[src/rtl/core_fetch_port_if.sv]
// Fetch-stage request/response and Avalon-MM instruction read signals of core_fetch_port.
// The master modport is the port's view; slave is the fetch stage / interconnect view.
interface core_fetch_port_if;
  logic        fetch;
  logic [29:0] addr;
  logic        fetched;
  logic [31:0] fetch_data;
  logic        fetch_fault;
  logic [31:0] mem_address;
  logic        mem_read;
  logic        mem_waitrequest;
  logic [31:0] mem_readdata;
  logic        mem_readdatavalid;
  logic [1:0]  mem_response;

  modport master (
    input  fetch, addr, mem_waitrequest, mem_readdata, mem_readdatavalid, mem_response,
    output fetched, fetch_data, fetch_fault, mem_address, mem_read
  );

  modport slave (
    output fetch, addr, mem_waitrequest, mem_readdata, mem_readdatavalid, mem_response,
    input  fetched, fetch_data, fetch_fault, mem_address, mem_read
  );
endinterface

[src/rtl/core_fetch_port.sv]
// Instruction-side Avalon-MM read master: one read in flight, one fetched pulse per request,
// bus-error / timeout faults, and draining of a late response after a timeout.
module core_fetch_port #(
  parameter int unsigned TIMEOUT = 0,
  parameter int unsigned CNT_W   = 8
) (
  input  logic               clk,
  input  logic               rst_n,
  core_fetch_port_if.master  bus
);

  typedef enum logic [1:0] {
    S_IDLE  = 2'd0,
    S_REQ   = 2'd1,
    S_WAIT  = 2'd2,
    S_DRAIN = 2'd3
  } state_e;

  localparam bit               TO_EN    = (TIMEOUT != 0);
  localparam logic [CNT_W-1:0] CNT_LAST = CNT_W'((TIMEOUT == 0) ? 0 : TIMEOUT - 1);

  state_e             state_q, state_d;
  logic [CNT_W-1:0]   cnt_q, cnt_d;
  logic               mem_read_q, mem_read_d;
  logic [31:0]        mem_address_q, mem_address_d;
  logic               fetched_q, fetched_d;
  logic               fetch_fault_q, fetch_fault_d;
  logic [31:0]        fetch_data_q, fetch_data_d;
  logic               timeout_c;

  // Last WAIT cycle before a forced faulting completion.
  assign timeout_c = TO_EN && (cnt_q == CNT_LAST);

  // State and output registers.
  always_ff @(posedge clk or negedge rst_n) begin
    if (!rst_n) begin
      state_q       <= S_IDLE;
      cnt_q         <= '0;
      mem_read_q    <= 1'b0;
      mem_address_q <= '0;
      fetched_q     <= 1'b0;
      fetch_fault_q <= 1'b0;
      fetch_data_q  <= '0;
    end else begin
      state_q       <= state_d;
      cnt_q         <= cnt_d;
      mem_read_q    <= mem_read_d;
      mem_address_q <= mem_address_d;
      fetched_q     <= fetched_d;
      fetch_fault_q <= fetch_fault_d;
      fetch_data_q  <= fetch_data_d;
    end
  end

  // Next-state logic.
  always_comb begin
    state_d = state_q;
    unique case (state_q)
      S_IDLE:  if (bus.fetch)              state_d = S_REQ;
      S_REQ:   if (!bus.mem_waitrequest)   state_d = S_WAIT;
      S_WAIT: begin
        if (bus.mem_readdatavalid)         state_d = S_IDLE;
        else if (timeout_c)                state_d = S_DRAIN;
      end
      S_DRAIN: if (bus.mem_readdatavalid)  state_d = S_IDLE;
      default:                             state_d = S_IDLE;
    endcase
  end

  // Output / datapath next values; fetched and fetch_fault are single-cycle pulses.
  always_comb begin
    cnt_d         = cnt_q;
    mem_read_d    = mem_read_q;
    mem_address_d = mem_address_q;
    fetched_d     = 1'b0;
    fetch_fault_d = 1'b0;
    fetch_data_d  = fetch_data_q;
    unique case (state_q)
      S_IDLE: begin
        if (bus.fetch) begin
          mem_address_d = {bus.addr, 2'b00};
          mem_read_d    = 1'b1;
        end
      end
      S_REQ: begin
        if (!bus.mem_waitrequest) begin
          mem_read_d = 1'b0;
          cnt_d      = '0;
        end
      end
      S_WAIT: begin
        if (bus.mem_readdatavalid) begin
          fetch_data_d  = bus.mem_readdata;
          fetched_d     = 1'b1;
          fetch_fault_d = (bus.mem_response != 2'b00);
        end else begin
          cnt_d = cnt_q + 1'b1;
          if (timeout_c) begin
            fetched_d     = 1'b1;
            fetch_fault_d = 1'b1;
            fetch_data_d  = '0;
          end
        end
      end
      default: ;
    endcase
  end

  assign bus.mem_read    = mem_read_q;
  assign bus.mem_address = mem_address_q;
  assign bus.fetched     = fetched_q;
  assign bus.fetch_fault = fetch_fault_q;
  assign bus.fetch_data  = fetch_data_q;

endmodule

[src/flat_wrapper.sv]
// flat-port wrapper written by rule: the top's interface ports become plain ports
module core_fetch_port_flat 
#(
  parameter int unsigned TIMEOUT = 0,
  parameter int unsigned CNT_W   = 8
)
  (clk, rst_n, bus_fetch, bus_addr, bus_mem_waitrequest, bus_mem_readdata, bus_mem_readdatavalid, bus_mem_response, bus_fetched, bus_fetch_data, bus_fetch_fault, bus_mem_address, bus_mem_read);
  core_fetch_port_if bus_i ();
  input  logic clk;
  input  logic rst_n;
  input wire logic [$bits(bus_i.fetch)-1:0] bus_fetch;
  input wire logic [$bits(bus_i.addr)-1:0] bus_addr;
  input wire logic [$bits(bus_i.mem_waitrequest)-1:0] bus_mem_waitrequest;
  input wire logic [$bits(bus_i.mem_readdata)-1:0] bus_mem_readdata;
  input wire logic [$bits(bus_i.mem_readdatavalid)-1:0] bus_mem_readdatavalid;
  input wire logic [$bits(bus_i.mem_response)-1:0] bus_mem_response;
  output wire logic [$bits(bus_i.fetched)-1:0] bus_fetched;
  output wire logic [$bits(bus_i.fetch_data)-1:0] bus_fetch_data;
  output wire logic [$bits(bus_i.fetch_fault)-1:0] bus_fetch_fault;
  output wire logic [$bits(bus_i.mem_address)-1:0] bus_mem_address;
  output wire logic [$bits(bus_i.mem_read)-1:0] bus_mem_read;
  assign bus_i.fetch = bus_fetch;
  assign bus_i.addr = bus_addr;
  assign bus_i.mem_waitrequest = bus_mem_waitrequest;
  assign bus_i.mem_readdata = bus_mem_readdata;
  assign bus_i.mem_readdatavalid = bus_mem_readdatavalid;
  assign bus_i.mem_response = bus_mem_response;
  assign bus_fetched = bus_i.fetched;
  assign bus_fetch_data = bus_i.fetch_data;
  assign bus_fetch_fault = bus_i.fetch_fault;
  assign bus_mem_address = bus_i.mem_address;
  assign bus_mem_read = bus_i.mem_read;
  core_fetch_port #(.TIMEOUT(TIMEOUT), .CNT_W(CNT_W)) u_core (.clk(clk), .rst_n(rst_n), .bus(bus_i));
endmodule
[config.mk]
export PLATFORM = sky130hd
export DESIGN_NAME = core_fetch_port_flat
export DESIGN_NICKNAME = d
export VERILOG_FILES = /design/src/rtl/core_fetch_port_if.sv /design/src/rtl/core_fetch_port.sv /design/src/flat_wrapper.sv
export SDC_FILE = /design/constraint.sdc
export NUM_CORES = 1
export LEC_CHECK = 0
export CORE_ASPECT_RATIO = 1.25
export CORE_MARGIN = 4
export CORE_UTILIZATION = 25
export CTS_CLUSTER_DIAMETER = 120
export CTS_CLUSTER_SIZE = 20
export DETAILED_ROUTE_END_ITERATION = 8
export PLACE_DENSITY = 0.55
export SLEW_MARGIN = 20
export SYNTH_ARGS = -nofsm -noshare
export SYNTH_HDL_FRONTEND = slang
export SYNTH_SLANG_ARGS = --single-unit
[constraint.sdc]
create_clock -name clk -period 2.1 [get_ports clk]
set_input_delay 0.42 -clock clk [delete_from_list [all_inputs] [get_ports clk]]
set_output_delay 0.42 -clock clk [all_outputs]
set_load 0.1 [all_outputs]
==> results.ini <==
[cells_and_area]
area_growth_pct=58.6
drive_gt1_frac=0.502
antenna_cells=0
fillCellCount=972
nets=363
final_core_util=0.413

[route]
wl_per_cell_um=14.4
drtIter0Drc=29
avgViaCountPerCell=4.04
vias=1719
drc_errors=0
wirelength_um=6120
ant_nets=0
dr.pass1.iters=2

[floorplan]
rows=41
ios=136
dieWidth_um=100
chipHeight_um=124
start_util=0.260
die-area_um2=12400
core_area_um2=10300

[min_path]
hold_class=primary input to asynchronous set/reset pin

[clock_tree]
numCtsBuffers=9
cts.sinks=67
postCtsSetupBuffers=0
clk_pin_slew_worst_paths_ps=50
clockBufferDepth=2
cts_tree=done
ctsResizeCount=0
cts_root_buf=clkbuf_16
cts_max_level=3
worstSkewPairLatency_ps=320
cts_hold_buf=0

[synthesis]
ys_types=18
syn_area_per_cell_um2=17.3
synth_common_cells=dfrtp_1, mux2_2, mux2_4
yosysMostFrequentCell=dfrtp_1
synth-edff-count=0
ys_seq_area_frac=0.628
ys.flop_type=dfrtp_1
synth-seq-cells=67
async_reset_ff_frac=1.00
netlist_area_um2=2670
synthDominantCellAreaShare=0.628
yosysTopAreaCell=dfrtp_1
ys_top_cells_by_area=dfrtp_1, mux2_4, mux2_2, buf_12, buf_2
syn_inst=154
yosysWarnings=0

[placed_design]
port_buffers=133
gp_congestion=0.669
dp_hpwl_um=4490

[critical_path]
end_kind=flip-flop
worst_ep_arrival_time_ps=1720
timing.critical_path.from_type=primary input
required_ps=2300
cp_max_fo=22
crit_type=primary input to flip-flop

[global_route]
grt_pass1_wl_um=9240
grt_antenna_before_repair=0
grt_start_max_net_pins=68
grt_pass1_vias=1830
grt_util_all_layers=0.0996
overflow=0

[timing]
rsz0062_at_grt=false
hold_slack_ps=114
fin_setup_tns_ps=0
fmax_mhz=657
period_share=0.724
setup_viol=0
fin_skew_ps=2.93
slew_viol_final=0
period_minus_slack_ps=1520
final_hold_viol_count=0

[job]
maxCapViolCount=0

[outcome]
status=complete, no violations

-- cell usage in the layout (no fill, tap or decap) --
| cell | n |
|---|---|
| a21oi_1 | 2 |
| buf_2 | 1 |
| buf_12 | 3 |
| o21bai_1 | 1 |
| and3_2 | 1 |
| inv_2 | 1 |
| clkdlybuf4s50_1 | 67 |
| inv_1 | 2 |
| clkinv_2 | 3 |
| a21o_1 | 1 |
| dfrtp_1 | 67 |
| clkbuf_8 | 2 |
| nor2_1 | 3 |
| buf_4 | 66 |
| o21ai_0 | 2 |
| nor2b_1 | 1 |
| mux2_4 | 29 |
| conb_1 | 2 |
| mux2_2 | 33 |
| nand3_2 | 1 |
| clkbuf_16 | 9 |
-- area by class of cell --
| cell class | instances | area (µm²) | area share |
|---|---|---|---|
| Sequential cell | 67 | 1680 | 0.396 |
| Timing Repair Buffer | 137 | 1230 | 0.291 |
| Multi-Input combinational cell | 76 | 885 | 0.209 |
| Clock buffer | 11 | 253 | 0.0597 |
| Tap cell | 129 | 161 | 0.0381 |
| Clock inverter | 3 | 15.0 | 0.00355 |
| Inverter | 3 | 11.3 | 0.00266 |
-- sequential cells by signal, summed over array words and instances (netlist names) --
signal and cells:
u_core.bus.mem_read 1, u_core.bus.mem_address 30, u_core.state_q 2, u_core.bus.fetched 1, u_core.bus.fetch_fault 1, u_core.bus.fetch_data 32
-- layer usage --
metal | wire, µm | global-route usage | part of all wire
met5 | 0 | 0 | 0
met4 | 145 | 0.0607 | 0.024
met1 | 2500 | 0.120 | 0.41
met3 | 499 | 0.0361 | 0.082
met2 | 2980 | 0.151 | 0.49
-- per-stage QoR --
step	area [µm²]	setup WS [ps]	instances
floorplan	2670	772	155
global placement	3970	282	412
detailed placement	3970	259	412
CTS	4230	603	426
global route	4230	532	426
finish	4230	579	426
-- final timing paths --
path | startpoint | endpoint | slack [ps] | cells after the start
worst max register to register | u_core.state_q[1] | u_core.bus.mem_address[19] | 670 | 4
worst max-delay path | bus_fetch | u_core.bus.mem_address[19] | 580 | 4
worst min register to register | u_core.bus.fetch_data[30] | u_core.bus.fetch_data[30] | 500 | 1
min in group clk | u_core.bus.fetch_data[30] | u_core.bus.fetch_data[30] | 500 | 1
max in group asynchronous | rst_n | u_core.bus.fetch_data[2] | 1700 | 2
worst min-delay path | rst_n | u_core.bus.mem_address[13] | 110 | 2
-- critical path, stage by stage --
cell and delay [ps]:
clkdlybuf4s50_1 480, and3_2 270, buf_12 220, mux2_4 320
-- logic make-up after synthesis --
family,share of synthesized area
mux,0.302
flops,0.628
compound gates,0.0131
buf+inv,0.0422
simple gates,0.0127
other cells,0.00141
Power is left out: the tool's default activity adds up to more than one toggle a clock period on the data nets, which glitch-free logic cannot reach.
